### src/rtl/alu_seq_pkg.sv
// Shared encodings for the nibble-serial ALU front end and its 4-bit slice.
package alu_seq_pkg;

  localparam logic [1:0] OP_NAND = 2'b00;
  localparam logic [1:0] OP_NOR  = 2'b01;
  localparam logic [1:0] OP_ADD  = 2'b10;
  localparam logic [1:0] OP_SUB  = 2'b11;

  typedef enum logic [1:0] {
    IDLE = 2'd0,
    RUN  = 2'd1,
    DONE = 2'd2
  } state_t;

endpackage

### src/rtl/alu_4bit.sv
// 4-bit ALU slice: NAND, NOR, ADD, SUB (B inverted, caller supplies cin=1 for the LSB slice).
module alu_4bit
  import alu_seq_pkg::*;
(
  input  logic [3:0] a,
  input  logic [3:0] b,
  input  logic       cin,
  input  logic [1:0] s_op,
  output logic [3:0] z,
  output logic       cout
);

  logic [3:0] w_b;
  logic [4:0] w_sum;

  // The adder always runs so the carry chain is defined for every op.
  assign w_b   = (s_op == OP_SUB) ? ~b : b;
  assign w_sum = {1'b0, a} + {1'b0, w_b} + {4'b0000, cin};
  assign cout  = w_sum[4];

  always_comb begin
    z = w_sum[3:0];
    case (s_op)
      OP_NAND: z = ~(a & b);
      OP_NOR:  z = ~(a | b);
      default: z = w_sum[3:0];
    endcase
  end

endmodule

### src/rtl/alu_nibble_seq.sv
// Wide-operand sequencer: runs a W-bit op one nibble per cycle, LSB first, through
// a single alu_4bit, then holds the result behind a valid/ready handshake.
module alu_nibble_seq
  import alu_seq_pkg::*;
#(
  parameter int NIBBLES = 4
) (
  input  logic                   clk,
  input  logic                   rst_n,
  input  logic                   in_valid,
  output logic                   in_ready,
  input  logic [4*NIBBLES-1:0]   in_a,
  input  logic [4*NIBBLES-1:0]   in_b,
  input  logic [1:0]             in_op,
  output logic                   out_valid,
  input  logic                   out_ready,
  output logic [4*NIBBLES-1:0]   out_z,
  output logic                   out_cout,
  output logic                   out_zero
);

  localparam int               IDX_W = $clog2(NIBBLES);
  localparam logic [IDX_W-1:0] LAST  = IDX_W'(NIBBLES - 1);

  state_t                  r_state, w_next;
  logic [NIBBLES-1:0][3:0] r_a, r_b, r_res;
  logic [1:0]              r_op;
  logic                    r_carry;
  logic [IDX_W-1:0]        r_idx;

  logic [3:0] w_z;
  logic       w_cout;
  logic       w_last;

  assign w_last = (r_idx == LAST);

  alu_4bit u_alu (
    .a    (r_a[r_idx]),
    .b    (r_b[r_idx]),
    .cin  (r_carry),
    .s_op (r_op),
    .z    (w_z),
    .cout (w_cout)
  );

  always_ff @(posedge clk or negedge rst_n) begin
    if (!rst_n) r_state <= IDLE;
    else        r_state <= w_next;
  end

  always_comb begin
    w_next = r_state;
    case (r_state)
      IDLE:    if (in_valid)  w_next = RUN;
      RUN:     if (w_last)    w_next = DONE;
      DONE:    if (out_ready) w_next = IDLE;
      default: w_next = IDLE;
    endcase
  end

  always_ff @(posedge clk or negedge rst_n) begin
    if (!rst_n) begin
      r_a     <= '0;
      r_b     <= '0;
      r_op    <= '0;
      r_res   <= '0;
      r_carry <= 1'b0;
      r_idx   <= '0;
    end else begin
      case (r_state)
        IDLE: if (in_valid) begin
          r_a     <= in_a;
          r_b     <= in_b;
          r_op    <= in_op;
          r_idx   <= '0;
          // SUB seeds carry-in of 1 to complete the two's complement of B.
          r_carry <= in_op[1] & in_op[0];
        end
        RUN: begin
          r_res[r_idx] <= w_z;
          r_carry      <= w_cout;
          if (!w_last) r_idx <= r_idx + 1'b1;
        end
        default: ;
      endcase
    end
  end

  // Outputs are gated by DONE so nothing partial leaks out during RUN or reset.
  always_comb begin
    in_ready  = (r_state == IDLE);
    out_valid = (r_state == DONE);
    out_z     = out_valid ? r_res : '0;
    out_cout  = out_valid & r_op[1] & r_carry;
    out_zero  = out_valid & (r_res == '0);
  end

endmodule

### config.mk
export PLATFORM = sky130hd
export DESIGN_NAME = alu_nibble_seq
export DESIGN_NICKNAME = d
export VERILOG_FILES = /design/src/rtl/alu_seq_pkg.sv /design/src/rtl/alu_4bit.sv /design/src/rtl/alu_nibble_seq.sv
export SDC_FILE = /design/constraint.sdc
export NUM_CORES = 1
export LEC_CHECK = 0
export ABC_AREA = 0
export CORE_MARGIN = 2
export CORE_UTILIZATION = 30
export CTS_CLUSTER_DIAMETER = 50
export CTS_CLUSTER_SIZE = 20
export DETAILED_ROUTE_END_ITERATION = 8
export PLACE_DENSITY = 0.58
export SLEW_MARGIN = 5
export SYNTH_ARGS = -nofsm -noshare
export SYNTH_HDL_FRONTEND = slang
export SYNTH_HIERARCHICAL = 1
export SYNTH_SLANG_ARGS = --single-unit
### constraint.sdc
create_clock -name clk -period 3.5 [get_ports clk]
set_input_delay 0.35 -clock clk [delete_from_list [all_inputs] [get_ports clk]]
set_output_delay 0.35 -clock clk [all_outputs]
set_load 0.02 [all_outputs]
# After elaboration in Yosys (flattened, before gate mapping)

Cells that the tools add are included.

Input port bits: 38
Output and inout port bits: 20
Register bits: 55
Logic and storage cells: 67

$lt $le $gt $ge: 2
Bitwise gates (word level): 9
Add/sub/neg operators: 3
Reductions and logical operators: 9
Mux-type cells: 19
Equal/unequal tests: 9

Operator list:

| kind                                                                          | number |
|---|---|
| 4-bit binary-select mux with 2-bit select                                     | 2 |
| 16-bit bitwise mux                                                            | 1 |
| 16-bit zero test                                                              | 1 |
| 16-bit two-way mux                                                            | 1 |
| 4-bit two-way mux                                                             | 4 |
| 4-bit NOT                                                                     | 3 |
| 2-bit two-way mux                                                             | 5 |
| 4-bit demux with 2-bit select                                                 | 1 |
| 4-bit case mux with 2 select lines                                            | 1 |
| 2-bit == test (second input constant)                                         | 3 |
| 2-bit inequality test (second input constant)                                 | 3 |
| 2-bit case mux with 3 select lines                                            | 1 |
| 3-bit AND reduction                                                           | 2 |
| 4-bit by 4-bit adder with 5-bit output                                        | 1 |
| 5-bit by 1-bit adder with 5-bit output                                        | 1 |
| 1-bit AND                                                                     | 4 |
| 4-bit AND                                                                     | 1 |
| 2-bit by 1-bit == test with 1-bit output (second input constant)              | 2 |
| 2-bit zero test                                                               | 2 |
| 4-bit bitwise OR                                                              | 1 |
| 2-bit case mux with 2 select lines                                            | 1 |
| 2-bit AND reduction                                                           | 2 |
| 2-bit by 3-bit less-than comparator with 1-bit output (second input constant) | 1 |
| 2-bit by 1-bit adder with 2-bit output (second input constant)                | 1 |
| 6 further kinds                                                               | 6 |

# Longest topological paths before layout

Gate-level depths: netlist (run 1).

Depth after elaboration: 8
Gate-level depth with buffers: 10
Mapped depth without buffers: 9

# Modules after synthesis

The synthesis (run 1) kept the hierarchy.

By module, submodules not included:

| module         | cells an instance | sequential area each (um^2) | area an instance (um^2) | times used |
|---|---|---|---|---|
| alu_nibble_seq | 170               | 1,376.3                     | 2,725.1                 | 1 |
| alu_4bit       | 38                | 0.0                         | 270.3                   | 1 |

# Least setup slack after synthesis (run 1)

Ideal clock, no wire load.

Path kind: register -> register
From: reg r_idx[0]
To: reg r_res[11] (netlist bit)
Buffers on the path: 1
Path slack: 0.588 ns
Arrival time: 2.787 ns
Stages on the path, launching flop included: 10
Setup time: 0.125 ns
Data required time: 3.375 ns
Clock period less this slack: 2.912 ns
Path through: dfrtp_1 > buf_2 > mux4_2 > xnor2_1 > ha_1 > nor2b_1 > o21a_1 > or3_1 > a31o_1 > mux2_4

Cells in the longest elaborated chain, start to end: 8
Elaborated cells between the ends (all ways): 19
Those cells by class: add/sub (2); order compare (2); mux (9); bitwise (5); reduce/logical (1)

RTL lines:

| what                                      | line                 | text |
|---|---|---|
| start: declaration                        | alu_nibble_seq.sv:29 | `logic [IDX_W-1:0] r_idx;` |
| start signal: assignment                  | alu_nibble_seq.sv:82 | `if (!w_last) r_idx <= r_idx + 1'b1;` |
| 4-bit binary-select mux with 2-bit select | alu_nibble_seq.sv:39 | `.b (r_b[r_idx]),` |
| 4-bit two-way mux (not written as such)   | alu_nibble_seq.sv:39 |  |
| 4-bit NOT                                 | alu_4bit.sv:17       | `assign w_b = (s_op == OP_SUB) ? ~b : b;` |
| 4-bit two-way mux                         | alu_4bit.sv:17       |  |
| 4-bit by 4-bit adder with 5-bit output    | alu_4bit.sv:18       | `assign w_sum = {1'b0, a} + {1'b0, w_b} + {4'b0000, cin};` |
| 5-bit by 1-bit adder with 5-bit output    | alu_4bit.sv:18       |  |
| 4-bit case mux with 2 select lines (*)    | alu_4bit.sv:23       | `case (s_op)` |
| net w_z[3]                                | alu_nibble_seq.sv:31 | `logic [3:0] w_z;` |
| 16-bit bitwise mux (*)                    | alu_nibble_seq.sv:80 | `r_res[r_idx] <= w_z;` |
| end signal: indexed assignment            | alu_nibble_seq.sv:80 |  |
| end: declaration                          | alu_nibble_seq.sv:26 | `logic [NIBBLES-1:0][3:0] r_a, r_b, r_res;` |

Mark *: on every way through the listed nets, which the timed path passes. The rest lies on a longest branch. The select of a mux whose other input is x is not followed.
A chain may end at the register's enable or synchronous reset.

# Worst setup path in the final report (run 1)

Same ends and word-level chain as after synthesis.

==> impl_results.md, run 1 <==
- Drt first pass iters: 4
- Initial antenna violation count: 0
- Final instance area: 3810 sq um
- Die area: roughly 11000 sq um
- Synth warn: 6
- Post-route minimum period: between 3 and 4 ns
- DRC: 0
- Seq pwr share: a little under a third
- Worst IR drop on VDD: 0.383 mV
- Slew Limit Fails: 0
- Mapped Cells: 208
- Max H-tree Level: 2
- CTS buffer count: 5
- Post-synth top area share: 45.9%
- CTS tree: done
- First-pass GRT wire length: approximately 9.4 mm
- Worst Reg-to-Reg Cells: 8
- Share of layout cells above drive strength 1: between 20% and 30%
- Internal Power: about 2.5 mW
- Status: finished clean
- Reg clk slew, reported paths: 0.11 ns
- Synthesized net count: ~260
- Req. time, crit path: 3.69 ns
- Post-synth EDFFs: 0
- Sw Ratio: roughly 36%
- Hold WC Path Type: in -> async
- Asr flop ratio synth: 100%
- Total length of routed wires: roughly 5.6 mm
- Worst Path Arrival: 3.20 ns
- CP max-delay cell: mux4_2
- Clock Path Buffers: 2
- Clk_lat worst skew: 0.31 ns
- Fill cell count: a little under 1000
- # clock sinks: 55
- Post-CTS Hold Buffers: 0
- Final hold vios: 0
- Critical-path cell list: mux4_2 > xnor2_1 > ha_1 > nor2b_1 > o21a_1 > or3_1 > a31o_1 > mux2_4
- Crit end category: flop
- Max-cap viol count: 0
- Congestion Overflow GR: 0
- FF+latch count, synth: 55
- DP HPWL: between 4 and 5 mm
- R2R Path End: r_res[11]
- Worst reg-to-reg setup slack: 0.49 ns
- Io pins: just under 60
- Final setup viols: 0
- Vias in the first global route: 1762
- Largest net degree at the start of global routing: 38
- Netlist cell types: 35
- Fin nets: roughly 310
- Core ar.: just under 10000 sq um
- Buffers added on ports: 57
- WL/cell: approximately 14 microns
- Most common flop cell mapped by yosys: dfrtp_1
- Post-DP Area: about 3700 sq um
- Clk pwr share: between 10 and 15%
- Post-CTS resize count: 0
- Post-route antenna net violation count: 0
- Commonest cells post-synth: dfrtp_1 (55), mux2_4 (44), and2_1 (16)
- Sequential share of the synthesized area: 45.9%
- Area contributors post-synth: dfrtp_1 (46%), mux2_4 (22%), mux4_2 (6.0%), and2_1 (3.3%), ha_1 (2.9%)
- Largest area contributor in the netlist: dfrtp_1
- Leak pwr: roughly 1.7 nW
- 1st-iter DRT viols: 38
- RSZ-0062 raised after global routing: no
- Mapped Area: around 3000 sq um
- Startpoint types: flop
- RR Startpoint: r_idx[0]
- Rel. slew slack: a little over half
- Slew @ Worst Pin: around 0.7 ns
- Critical path class: reg -> reg
- DIE WIDTH: ~100 microns
- GPL Wtd Cong: between 0.7 and 0.8
- Initial core utilization: 30.8%
- Vias per std cell: 4.33
- PD cells: 1030 nW/um^2
- Tcrit/Tclk final: 86.0%
- CP max FO: 5
- # diodes: 0
- Via count: 1736
- Total Routing Usage GR: 10.9%
- Psw: 1.40 mW
- Combinational share of power: 56.1%
- Final Core Density: about two fifths
- Post-CTS Setup Inserts: 0
- Final hold slack: 0.0820 ns
- CP peak stage delay: 0.61 ns
- Die Y: roughly 100 microns
- Setup TNS: 0 ns
- Root Driver: clkbuf_8
- Final Skew: between 0.01 and 0.015 ns
- Count leader, synth: dfrtp_1
- Layout area overhead: 27.1%
- Avg Synthesized Cell Area: roughly 14 sq um
- Max Freq: around 330 MHz
- Total power: roughly 3.9 mW
- Row cnt: 36
## worst max path at each step
stage | slack (ns) | start | end
after floorplan | 0.59 | r_idx[0] | r_res[11]
after CTS | 0.47 | r_idx[0] | r_res[11]
after global routing | 0.31 | r_idx[0] | r_res[13]
final | 0.49 | r_idx[0] | r_res[11]
after global placement | 0.54 | r_idx[0] | r_res[15]
after detailed placement | 0.51 | r_idx[0] | r_res[11]
## sequential cells by signal, indices dropped and copies added, names as in the netlist
signal	cells
r_a	16
r_b	16
r_carry	1
r_idx	2
r_op	2
r_res	16
r_state	2
## per-layer routing
layer,up-vias,wire [microns],track usage [%]
met3,2,252,2.57
met4,0,24,2.32
met1,846,2790,15.6
met2,43,2540,16.9
met5,-,0,0
li1,845,-,-
## power groups by stage
stage	registers, mW	logic, mW	clock network [mW]
2_1_floorplan	1.12	1.89	0
3_3_place_gp	1.25	2.18	0
3_5_place_dp	1.25	2.22	0
4_1_cts	1.23	2.23	0.505
5_1_grt	1.28	2.42	0.536
6_report	1.22	2.19	0.493
## cell families (layout without fill, tap and decap cells)
family	Yosys count	count (layout)	synth area share, %
mux	59	59	30.7
flops	55	55	45.9
simple gates	45	45	9.52
buf+inv	19	79	4.51
compound gates	15	15	3.26
fa+ha+maj	10	10	4.59
xor+xnor	5	5	1.46
## final cells by class
type / instances / area, sq um / area share, %
clock buffers: 5 / 68.8 / 1.81
clock inverters: 3 / 67.6 / 1.78
inverters: 9 / 33.8 / 0.888
multi-input cells: 134 / 1490 / 39.2
flip-flops and latches: 55 / 1380 / 36.2
well taps: 133 / 166 / 4.37
repair buffers: 62 / 603 / 15.8
## metrics by stage
stage | setup WS [ns] | cells
after floorplan | 0.588 | 208
after global placement | 0.545 | 393
after detailed placement | 0.507 | 393
after CTS | 0.474 | 401
after global routing | 0.314 | 401
final | 0.491 | 401
## cell usage in the layout, fill, tap and decap left out, drive strengths merged, types with 2 or more instances in the layout
| master | instances |
|---|---|
| a21o | 2 |
| a21oi | 6 |
| and2 | 16 |
| buf | 6 |
| bufinv | 2 |
| clkbuf | 5 |
| clkdlybuf4s50 | 56 |
| dfrtp | 55 |
| fa | 2 |
| ha | 7 |
| inv | 9 |
| mux2 | 51 |
| mux4 | 8 |
| nand2 | 8 |
| nand3 | 2 |
| nor2 | 5 |
| nor2b | 2 |
| nor3 | 3 |
| nor3b | 2 |
| nor4 | 3 |
| o21ai | 4 |
| xnor2 | 4 |
## critical path: cells and delay by family (launching register included)
| kind | cells | cell delay (ns) |
|---|---|---|
| fa+ha+maj | 1 | 0.28 |
| mux | 2 | 0.90 |
| xor+xnor | 1 | 0.29 |
| flops | 1 | 0.52 |
| simple gates | 2 | 0.44 |
| compound gates | 2 | 0.47 |
No activity file was read; power rests on OpenSTA's default activity.
==> run 2: changes to the inputs <==
- GPL_TIMING_DRIVEN: not set -> 0
- PLACE_DENSITY: 0.58 -> not set
==> impl_results.md, run 2 (synthesis results as in run 1) <==
- Status: finished clean
- Die Y: 104 microns (unchanged)
- # clock sinks: 55 (unchanged)
- Commonest cells after routing, fill and taps aside: clkdlybuf4s50_1 (56), dfrtp_1 (55), mux2_4 (44)
- Post-route minimum period: 3.22 ns (+0.213 ns)
- Slew Limit Fails: 0 (unchanged)
- Vias per std cell: 4.39 (+1.3%)
- Largest net degree at the start of global routing: 30 (-21%)
- CP delay by family, top: multiplexers
- Post-CTS Hold Buffers: 0 (unchanged)
- Rel. slew slack: 56.0% (+3.1 points)
- Post-CTS Setup Inserts: 0 (unchanged)
- Total Routing Usage GR: 11.2% (+0.26 points)
- Post-CTS resize count: 0 (unchanged)
- Slew @ Worst Pin: 0.660 ns (-0.0458 ns)
- RR Startpoint: r_idx[1]
- Initial core utilization: 30.8% (unchanged)
- Post-Place Worst Slack: 0.258 ns (-0.249 ns)
- DRC: 0 (unchanged)
- Worst IR drop on VDD: 0.376 mV (-1.8%)
- Final setup viols: 0 (unchanged)
- Post-DP Area: 3750 sq um (+2.1%)
- Leak pwr: 1.69 nW (+1.2%)
- Layout area overhead: 28.0%
- Top flop regs: r_a: 16 flops, r_b: 16 flops, r_res: 16 flops
- Vias in the first global route: 1933 (+9.7%)
- Die area: 10800 sq um (unchanged)
- DP HPWL: 4.47 mm (+4.1%)
- Post-route antenna net violation count: 0 (unchanged)
- Final Skew: 0.00675 ns (-0.00597 ns)
- Initial antenna violation count: 0 (unchanged)
- Footprint of the multi-input gates: 1480 sq um (-0.42%)
- GPL Wtd Cong: 0.710 (-5.7%)
- Worst Path Arrival: 3.42 ns (+0.22 ns)
- Crit end category: flop
- CP peak stage delay: 0.52 ns (-0.09 ns)
- PD cells: 1010 nW/um^2 (-2.2%)
- Reg clk slew, reported paths: 0.09 ns (-0.02 ns)
- RSZ-0062 raised after global routing: no
- Tcrit/Tclk final: 92.1% (+6.1 points)
- Core ar.: 9730 sq um (unchanged)
- DIE WIDTH: 104 microns (unchanged)
- CTS buffer count: 5 (unchanged)
- Via count: 1781 (+2.6%)
- Fin nets: 320 (+1.9%)
- CP max FO: 9 (+4)
- Row cnt: 36 (unchanged)
- Root Driver: clkbuf_8
- Clk_lat worst skew: 0.30 ns (about the same)
- CP max-delay cell: clkbuf_1
- Congestion Overflow GR: 0 (unchanged)
- Worst path bufs/invs: 1 (+1)
- Total length of routed wires: 5.69 mm (+1.4%)
- Hold WC Path Type: in -> async
- Critical-path cell list: clkbuf_1 > mux4_2 > xnor2_1 > ha_1 > nor2b_1 > o21a_1 > or3_1 > a31o_1 > mux2_4
- Final instance area: 3830 sq um (+0.76%)
- Max-cap viol count: 0 (unchanged)
- Buffers added on ports: 57 (unchanged)
- Share of layout cells above drive strength 1: 30.4% (+0.55 points)
- Req. time, crit path: 3.70 ns (about the same)
- WL/cell: 14.0 microns (+0.12%)
- Io pins: 58 (unchanged)
- First-pass GRT wire length: 9.63 mm (+2.2%)
- Clock Path Buffers: 2 (unchanged)
- Final hold vios: 0 (unchanged)
- Critical path class: reg -> reg
- Critical Path Start: r_idx[1]
- Drt first pass iters: 4 (unchanged)
- Max Freq: 310 MHz (-6.6%)
- Storage cell area: 1380 sq um (unchanged)
- 1st-iter DRT viols: 39 (+2.6%)
- Setup TNS: 0 ns (unchanged)
- Max H-tree Level: 2 (unchanged)
- Fin worst setup slack: 0.278 ns (-0.213 ns)
- CTS tree: done
- # diodes: 0 (unchanged)
- Commonest non-fill, non-tap cell in the layout: clkdlybuf4s50_1
- Fill cell count: 962 (-1.3%)
- Total power: 3.86 mW (-1.4%)
- Startpoint types: flop
- Final hold slack: 0.0650 ns (-0.0169 ns)
[run 2: routing by layer]
layer	GRT usage (%)	up-vias	wire length [microns]
met5	0	-	0
met4	2.32	0	46
met3	2.88	4	263
met2	18.6	42	2670
met1	14.7	876	2710
li1	-	859	-
[run 2: final timing paths]
kind	end	slack, ns	depth (start not counted)
min	r_res[15]	0.07	1
min in group clk	r_a[3]	0.51	1
max	r_res[7]	0.28	9
min reg2reg	r_a[3]	0.51	1
max in group asynchronous	r_b[6]	2.85	2
max reg2reg	r_res[7]	0.28	9
[run 2: cell type report]
class | count | share of cell area (%)
repair buffers | 58 | 15.3
plain buffers | 10 | 2.64
inverters | 9 | 0.881
multi-input cells | 134 | 38.7
clock inverters | 1 | 0.131
flip-flops and latches | 55 | 35.9
clock buffers | 6 | 2.15
well taps | 133 | 4.34
[run 2: power by group]
part | switching, mW | total (mW) | internal, mW
combinational | 1.01 | 2.32 | 1.31
sequential | 0.213 | 1.18 | 0.971
clock | 0.193 | 0.349 | 0.156
total | 1.41 | 3.86 | 2.44
[run 2: metrics by stage]
| step | utilization, % | std cells |
|---|---|---|
| after CTS | 39.4 | 406 |
| after global routing | 39.4 | 406 |
| after global placement | 38.4 | 398 |
| after floorplan | - | 208 |
| final | 39.4 | 406 |
| after detailed placement | 38.5 | 399 |
